### src/rtl/piece_ctr.sv
// Falling-piece controller: spawns LFSR-chosen pieces, applies gravity, moves, rotation and lock.
// Also keeps the saturating line score and the game-over flag.
module piece_ctr #(
  parameter int TICK        = 20000000,
  parameter int LOCK_CYCLES = 20000000,
  parameter int CELL        = 40,
  parameter int COLS        = 10,
  parameter int SPAWN_COL   = 4
) (
  input  logic        VGA_CLK_n,
  input  logic        iRST,
  input  logic        key_left,
  input  logic        key_right,
  input  logic        key_rot,
  input  logic        key_drop,
  input  logic        move_reset,
  input  logic        nl,
  input  logic        nr,
  input  logic        lflag,
  input  logic        line_clear,
  output logic [9:0]  xadd,
  output logic [9:0]  yadd,
  output logic [1:0]  x0,
  output logic [1:0]  y0,
  output logic [1:0]  x1,
  output logic [1:0]  y1,
  output logic [1:0]  x2,
  output logic [1:0]  y2,
  output logic [1:0]  x3,
  output logic [1:0]  y3,
  output logic [2:0]  shape,
  output logic [1:0]  direction,
  output logic [31:0] new_score,
  output logic        game_over
);

  localparam logic [9:0]  CELL_W    = 10'(CELL);
  localparam logic [9:0]  SPAWN_W   = 10'(SPAWN_COL);
  localparam logic [9:0]  LAST_COL  = 10'(COLS - 1);
  localparam logic [31:0] TICK_LAST = 32'(TICK - 1);
  localparam logic [31:0] LOCK_LAST = 32'(LOCK_CYCLES - 1);

  typedef enum logic [1:0] {SPAWN, FALL, LOCK, OVER} state_t;

  state_t      state, state_nxt;
  logic [31:0] tick_cnt, tick_nxt, lock_cnt, lock_nxt;
  logic [7:0]  lfsr, lfsr_nxt;
  logic [9:0]  col, col_nxt, ypos, ypos_nxt;
  logic [1:0]  dir, dir_nxt, dir_rot;
  logic [2:0]  shp, shp_nxt, next_shape;
  logic [31:0] score, score_nxt;
  logic        first, first_nxt;
  logic [15:0] cur_offs, rot_offs;
  logic        tick_top, rot_fit, right_fit;

  // Packed as {x0,y0,x1,y1,x2,y2,x3,y3}, two bits each.
  function automatic logic [15:0] offs(input logic [2:0] s, input logic [1:0] d);
    logic [15:0] o;
    o = 16'b0000_0100_0001_0101;
    case (s)
      3'd1: o = d[0] ? 16'b0000_0001_0010_0011 : 16'b0000_0100_1000_1100;
      3'd2: case (d)
              2'd0:    o = 16'b0000_0001_0010_0110;
              2'd1:    o = 16'b0000_0100_1000_0001;
              2'd2:    o = 16'b0000_0100_0101_0110;
              default: o = 16'b1000_0001_0101_1001;
            endcase
      3'd3: case (d)
              2'd0:    o = 16'b0000_0100_1000_0101;
              2'd1:    o = 16'b0100_0001_0101_0110;
              2'd2:    o = 16'b0100_0001_0101_1001;
              default: o = 16'b0000_0001_0101_0010;
            endcase
      3'd4: o = d[0] ? 16'b0100_0001_0101_0010 : 16'b0000_0100_0101_1001;
      default: o = 16'b0000_0100_0001_0101;
    endcase
    return o;
  endfunction

  function automatic logic [1:0] max_x(input logic [15:0] o);
    logic [1:0] m;
    m = o[15:14];
    if (o[11:10] > m) m = o[11:10];
    if (o[7:6] > m)   m = o[7:6];
    if (o[3:2] > m)   m = o[3:2];
    return m;
  endfunction

  assign dir_rot    = dir + 2'd1;
  assign next_shape = (lfsr[2:0] < 3'd5) ? lfsr[2:0] : lfsr[2:0] - 3'd5;
  assign cur_offs   = offs(shp, dir);
  assign rot_offs   = offs(shp, dir_rot);
  assign tick_top   = (tick_cnt == TICK_LAST);
  assign rot_fit    = (col + {8'd0, max_x(rot_offs)}) <= LAST_COL;
  assign right_fit  = (col + {8'd0, max_x(cur_offs)}) < LAST_COL;

  assign {x0, y0, x1, y1, x2, y2, x3, y3} = cur_offs;
  assign xadd      = col * CELL_W;
  assign yadd      = ypos;
  assign shape     = shp;
  assign direction = dir;
  assign new_score = score;
  assign game_over = (state == OVER);

  always_ff @(posedge VGA_CLK_n) begin
    if (iRST) begin
      state    <= SPAWN;
      tick_cnt <= '0;
      lock_cnt <= '0;
      lfsr     <= 8'h5A;
      col      <= SPAWN_W;
      ypos     <= '0;
      dir      <= '0;
      shp      <= '0;
      score    <= '0;
      first    <= 1'b0;
    end else begin
      state    <= state_nxt;
      tick_cnt <= tick_nxt;
      lock_cnt <= lock_nxt;
      lfsr     <= lfsr_nxt;
      col      <= col_nxt;
      ypos     <= ypos_nxt;
      dir      <= dir_nxt;
      shp      <= shp_nxt;
      score    <= score_nxt;
      first    <= first_nxt;
    end
  end

  always_comb begin
    state_nxt = state;
    tick_nxt  = tick_cnt;
    lock_nxt  = lock_cnt;
    col_nxt   = col;
    ypos_nxt  = ypos;
    dir_nxt   = dir;
    shp_nxt   = shp;
    first_nxt = first;
    lfsr_nxt  = {lfsr[6:0], lfsr[7] ^ lfsr[5] ^ lfsr[4] ^ lfsr[3]};
    score_nxt = score;
    if (state != OVER && line_clear && score < 32'd99) score_nxt = score + 32'd1;

    case (state)
      SPAWN: begin
        col_nxt   = SPAWN_W;
        ypos_nxt  = '0;
        dir_nxt   = '0;
        shp_nxt   = next_shape;
        tick_nxt  = '0;
        lock_nxt  = '0;
        first_nxt = 1'b1;
        state_nxt = FALL;
      end
      FALL: begin
        first_nxt = 1'b0;
        // A piece that is already blocked right after spawning ends the game.
        if (first && move_reset) begin
          state_nxt = OVER;
        end else begin
          if (key_drop)      tick_nxt = TICK_LAST;
          else if (tick_top) tick_nxt = '0;
          else               tick_nxt = tick_cnt + 32'd1;
          if (tick_top) begin
            if (move_reset) begin
              state_nxt = LOCK;
              lock_nxt  = '0;
            end else begin
              ypos_nxt = ypos + CELL_W;
            end
          end
          if (key_rot) begin
            if (lflag && rot_fit) dir_nxt = dir_rot;
          end else if (key_left) begin
            if (!nl && col != '0) col_nxt = col - 10'd1;
          end else if (key_right) begin
            if (!nr && right_fit) col_nxt = col + 10'd1;
          end
        end
      end
      LOCK: begin
        if (lock_cnt == LOCK_LAST) begin
          state_nxt = SPAWN;
          lock_nxt  = '0;
        end else begin
          lock_nxt = lock_cnt + 32'd1;
        end
      end
      default: ;
    endcase
  end

endmodule

### config.mk
export PLATFORM = sky130hd
export DESIGN_NAME = piece_ctr
export DESIGN_NICKNAME = d
export VERILOG_FILES = /design/src/rtl/piece_ctr.sv
export SDC_FILE = /design/constraint.sdc
export NUM_CORES = 1
export LEC_CHECK = 0
export ABC_AREA = 1
export CAP_MARGIN = 20
export CORE_MARGIN = 2
export CORE_UTILIZATION = 41
export CTS_BUF_LIST = sky130_fd_sc_hd__clkbuf_16
export DETAILED_ROUTE_END_ITERATION = 12
export DONT_BUFFER_PORTS = 1
export GPL_TIMING_DRIVEN = 0
export PLACE_DENSITY = 0.58
export SLEW_MARGIN = 15
export SYNTH_ARGS = -nofsm -noshare
export SYNTH_HDL_FRONTEND = slang
export SYNTH_SLANG_ARGS = --single-unit
export TNS_END_PERCENT = 30
### constraint.sdc
create_clock -name VGA_CLK_n -period 8.57 [get_ports VGA_CLK_n]
set_clock_uncertainty 0.05 [all_clocks]
set_input_delay 1.714 -clock VGA_CLK_n [delete_from_list [all_inputs] [get_ports VGA_CLK_n]]
set_output_delay 1.714 -clock VGA_CLK_n [all_outputs]
set_load 0.005 [all_outputs]
==> metrics.txt, run 1 <==
routed wire length=around 22000 um; Yosys warnings=0; htree depth=4; Max Clk Rate=0.163 GHz; Hold Path Origin=lfsr[6]$_SDFF_PP1_; residual DRC count=0; max_cap viols=0; die width=149 um; Resize count post-CTS=0; # IOs=85; CTS Buf Count=17; die area=22100 um^2; crit path launch type=flop; Max-slew headroom=53.7%; Slew Viols, Final=0; grt ovf=0; CP Capture Type=flop; Critical Path Max Stage Delay=0.45 ns; setup TNS=0 ns; num rows=52; ranking of synthesized cells by area=dfxtp_1, nand2_1, nor2_1; reg2reg start=direction[0]$_SDFFE_PP0P_; unrepaired setup endpoints after global routing=no; ys async rst share=0%; layout cells sized above 1=around a tenth; hold crit path type=reg2reg; share of the synthesized area in the top cell type=30.1%; ys flop type=dfxtp_1; crit path buf inv count=6; CP most frequent cell=nand2_1; initial antenna violation count=0; Final setup viols=0; critical path class=reg2reg; worst-margin pin slew=0.694 ns; Post-Syn Area=8590 um^2; Synth-to-Final Area Change=11.2%; most frequent cell after synthesis=nand2_1; Post-synth EDFFs=0; Total GRT Usage=approximately a fifth; fin crit share=71.5%; slowest library cell on the worst path=o21ai_0; # port buffers=0; Layout Nets=about 1400; initial core utilization=42.1%; DR iter-0 viols=464; largest net degree at the start of global routing=17; status=finished clean; Yosys reg bits=129; Mapped Avg Cell Area=6.73 um^2; synth cell count leaders=nand2_1, nor2_1, inv_1; Yosys top cell by area=dfxtp_1; CTS clk-pin slew, worst paths=0.06 ns; register area share after synthesis=30.1%; Skew-Pair Late Insertion Delay=between 0.4 and 0.5 ns; Syn Inst Count=1277; cts hold-fix bufs=0; maximum VDD drop=0.000150 V; Pleak=slightly below 4 nW; remaining antenna violation count=0; gpl congestion=0.922; Clock Sink Count=129; CTS tree=yes; total setup buffers inserted after CTS=0; via/cell ratio=between 5 and 6; detailed-router iteration count before antenna repair=5; first-pass GRT wire length=37600 um; hold slack=0.353 ns; Worst EP required=a little under 9 ns; Critical Path AT=6.39 ns; Inserted Diodes=0; final hold vios=0; Critical Path Start=direction[0]$_SDFFE_PP0P_; Die Ht=149 um; Cell Pwr Density=213 nW/um^2; DP HPWL=16800 um; root buf cell=clkbuf_16; post-synthesis cell type count=56; CP Max Fanout=10; vias in the first global route=7669; CP top delay family=adder cells; clk buf depth=2; core area=20400 um^2; wire length per cell=14.0 um; Tmin final=approximately 6 ns; vias=8097
tightest hold or removal path, cell delays in order (launching register included):
cell	delay, ns
dfxtp_1	0.30
inv_1	0.04
nor2_1	0.03
state kept, by name, indices dropped and copies added, names as in the netlist:
signal,count
col,10
direction,2
first,1
lfsr,8
lock_cnt,32
new_score,32
shape,3
state,2
tick_cnt,32
yadd,7
where the power goes:
group / internal [mW] / switching (mW)
Sequential: 0.633 / 0.0554
Clock: 0.414 / 0.322
Combinational: 0.219 / 0.392
cells in the final DEF, fill, tap and decap left out, types with 3 or more instances in the layout:
master,n
nand2_1,272
nor2_1,164
inv_1,157
dfxtp_1,129
a21oi_1,90
nand3_1,86
ha_1,45
nand4_1,41
o21ai_0,41
nor3_1,36
xor2_1,27
clkbuf_1,19
or2_2,19
nand2_2,17
clkbuf_16,17
buf_4,14
nor4_1,12
nand3b_1,12
xnor2_1,10
conb_1,10
a21oi_2,9
buf_2,6
inv_6,6
inv_2,5
o21ai_1,5
nor2_2,5
buf_6,4
fa_1,4
nand3_2,3
nor3b_1,3
nor2_4,3
a31oi_1,3
clkinvlp_4,3
cell families after synthesis:
group / share of synthesized area [%]
flops: 30.1
other cells: 0.0436
fa+ha+maj: 7.49
xor+xnor: 3.77
compound gates: 10.6
simple gates: 37.9
buf+inv: 10.2
metrics by stage:
| step | utilization (%) | area [um^2] | setup WS [ns] | std cells | power (mW) |
|---|---|---|---|---|---|
| 2_1_floorplan | - | 8630 | 3.41 | 1286 | 1.17 |
| 3_3_place_gp | 43.9 | 8960 | 2.47 | 1556 | 1.30 |
| 3_5_place_dp | 43.9 | 8960 | 2.43 | 1556 | 1.31 |
| 4_1_cts | 46.8 | 9560 | 2.40 | 1588 | 2.05 |
| 5_1_grt | 46.8 | 9560 | 1.66 | 1588 | 2.18 |
| 6_report | 46.8 | 9560 | 2.45 | 1588 | 2.04 |
layout make-up:
cell class	count	area, um^2
fillers	2173	10900
multi-input cells	950	5170
flip-flops and latches	129	2580
inverters	164	621
clock buffers	17	425
well taps	270	338
plain buffers	43	251
clock inverters	15	169
metal layers:
metal  GRT usage, %  wire length, um  vias to the layer above
li1               -                -                     4202
met1           27.8            10600                     3693
met2           33.7             9880                      171
met3           4.68             1390                       31
met4           6.24              391                        0
met5              0                0                        -
path summary, 6_finish.rpt:
| check | cells past startpoint | end | slack (ns) |
|---|---|---|---|
| worst max-delay path | 34 | col[7]$_SDFFE_PP0P_ | 2.45 |
| worst min-delay path | 2 | lfsr[7]$_SDFF_PP0_ | 0.35 |
| worst max register to register | 34 | col[7]$_SDFFE_PP0P_ | 2.45 |
| worst min register to register | 2 | lfsr[7]$_SDFF_PP0_ | 0.35 |
Power figures use the tool's default switching activity.
==> run 2, diff against run 1 <==
--- a/config.mk
+++ b/config.mk
@@ -13,7 +13,7 @@
 export DETAILED_ROUTE_END_ITERATION = 12
 export DONT_BUFFER_PORTS = 1
 export GPL_TIMING_DRIVEN = 0
-export PLACE_DENSITY = 0.58
+export PLACE_DENSITY = 0.6
 export SLEW_MARGIN = 15
 export SYNTH_ARGS = -nofsm -noshare
 export SYNTH_HDL_FRONTEND = slang
==> constraint.sdc (replaced) <==
create_clock -name VGA_CLK_n -period 5.5 [get_ports VGA_CLK_n]
set_clock_uncertainty 0.05 [all_clocks]
set_input_delay 1.1 -clock VGA_CLK_n [delete_from_list [all_inputs] [get_ports VGA_CLK_n]]
set_output_delay 1.1 -clock VGA_CLK_n [all_outputs]
set_load 0.005 [all_outputs]
==> metrics.txt, run 2 (synthesis results as in run 1) <==
Tmin final=5.14 ns; Critical Path Max Stage Delay=0.41 ns; CTS clk-pin slew, worst paths=0.06 ns; residual DRC count=0; DP HPWL=between 15000 and 20000 um; Pleak=3.97 nW; setup ws final=0.359 ns; worst-margin pin slew=0.668 ns; final hold vios=0; via/cell ratio=5.10; hold crit path type=reg2reg; # IOs=85; # port buffers=0; num rows=52; Synth-to-Final Area Change=13.7%; status=finished clean; CTS tree=yes; first-pass GRT wire length=36500 um; wire length per cell=14.1 um; CTS Buf Count=17; fin crit share=93.5%; Fillers=2087; die width=149 um; die area=around 22000 um^2; Cell Pwr Density=329 nW/um^2; Max Clk Rate=around 0.19 GHz; htree depth=4; slowest library cell on the worst path=fa_1; CP most frequent cell=nand2_1; maximum VDD drop=approximately 0.00023 V; initial core utilization=42.1%; Max-slew headroom=between 50% and 60%; critical path class=reg2reg; Layout Nets=1377; most common cell after layout, fill and taps aside=nand2_1; root buf cell=clkbuf_16; remaining antenna violation count=0; clk buf depth=2; vias=8153; CP Max Fanout=5; placed instance area=~9000 um^2; Storage cell area=2600 um^2; CP Capture Type=flop; initial antenna violation count=0; layout cells sized above 1=12.9%; Clock Sink Count=129; Inserted Diodes=0; crit path launch type=flop; max_cap viols=0; grt ovf=0; post-layout instance area=9770 um^2; area taken by multi-input logic gates=5280 um^2; most frequent cells in the layout=nand2_1, nor2_1, inv_1, dfxtp_1, a21oi_1; worst slack at placement=-0.549 ns; core area=between 20000 and 25000 um^2; Power Total=3.22 mW; DR iter-0 viols=between 400 and 500; final cell count without fillers=1600; Final setup viols=0; dpl cells=1556; Critical Path AT=5.37 ns; Worst EP required=roughly 5.7 ns; Total GRT Usage=20.2%; Slew Viols, Final=0; detailed-router iteration count before antenna repair=6; unrepaired setup endpoints after global routing=yes; Skew-Pair Late Insertion Delay=0.42 ns; largest net degree at the start of global routing=17; setup TNS=0 ns; vias in the first global route=7454; routed wire length=22500 um; gpl congestion=0.911; Die Ht=149 um
## run 2: cell types whose count changed in the layout (fill, tap and decap cells not counted), moves of 3 or more
cell     before  now
inv_1       157  154
a21oi_1      90   87
dfxtp_4       0    3
dfxtp_1     129  124
buf_4        14   25
o21ai_2       1    4
a21oi_2       9   12
## run 2: critical path: cells and delay by family (launching register included)
family / cells / cell delay, ns
AO/OA/AOI/OAI: 6 / 0.67
adder cells (fa/ha/maj): 5 / 1.42
buffers and inverters: 4 / 0.33
flip-flops: 1 / 0.39
AND/OR/NAND/NOR: 18 / 2.13
## run 2: repair_timing
item | in CTS | in global routing
pin swaps | 0 | 8
setup buffers | 0 | 12
endpoints found under the setup margin | 12 | 12
resized for setup | 9 | 32
hold buffers | 0 | 0
## run 2: where the power goes
part	internal [mW]	leakage [nW]	total, mW	switching [mW]
logic	0.387	2.64	1.02	0.636
registers	0.988	1.05	1.08	0.0936
clock network	0.635	0.276	1.11	0.479
## run 2: final cells by class
type,instances,area share [%]
multi-input cells,950,54.0
flip-flops and latches,129,26.6
inverters,164,6.43
clock buffers,17,4.35
well taps,270,3.46
plain buffers,43,2.77
clock inverters,15,1.51
repair buffers,12,0.922
## run 2: per-stage QoR
stage                     hold slack [ns]  util, %
after floorplan                     0.338        -
after global placement              0.340     43.9
final                               0.357     47.8
after CTS                           0.365     46.8
after global routing                0.377     47.8
after detailed placement            0.354     43.9
## run 2: path summary, 6_finish.rpt
| kind | from | endpoint | slack (ns) | cells past startpoint |
|---|---|---|---|---|
| max | shape[2]$_SDFFE_PP0P_ | col[1]$_SDFFE_PP0P_ | 0.36 | 33 |
| min | lfsr[6]$_SDFF_PP1_ | lfsr[7]$_SDFF_PP0_ | 0.36 | 2 |
| min reg2reg | lfsr[6]$_SDFF_PP1_ | lfsr[7]$_SDFF_PP0_ | 0.36 | 2 |
| max reg2reg | shape[2]$_SDFFE_PP0P_ | col[1]$_SDFFE_PP0P_ | 0.36 | 33 |
## run 2: layer usage
metal	track usage (%)	up-vias	share of wire (%)
li1	-	4232	-
met1	27.1	3693	47
met2	33.1	206	45
met3	4.53	22	6.0
met4	4.95	0	1.2
met5	0	-	0
==> run 3, diff against run 2 <==
--- a/config.mk
+++ b/config.mk
@@ -14,7 +14,7 @@
 export DONT_BUFFER_PORTS = 1
 export GPL_TIMING_DRIVEN = 0
 export PLACE_DENSITY = 0.6
-export SLEW_MARGIN = 15
+export SLEW_MARGIN = 20
 export SYNTH_ARGS = -nofsm -noshare
 export SYNTH_HDL_FRONTEND = slang
 export SYNTH_SLANG_ARGS = --single-unit
==> results of run 3 <==
Final layout, timing and power as in run 2 (identical DEF).
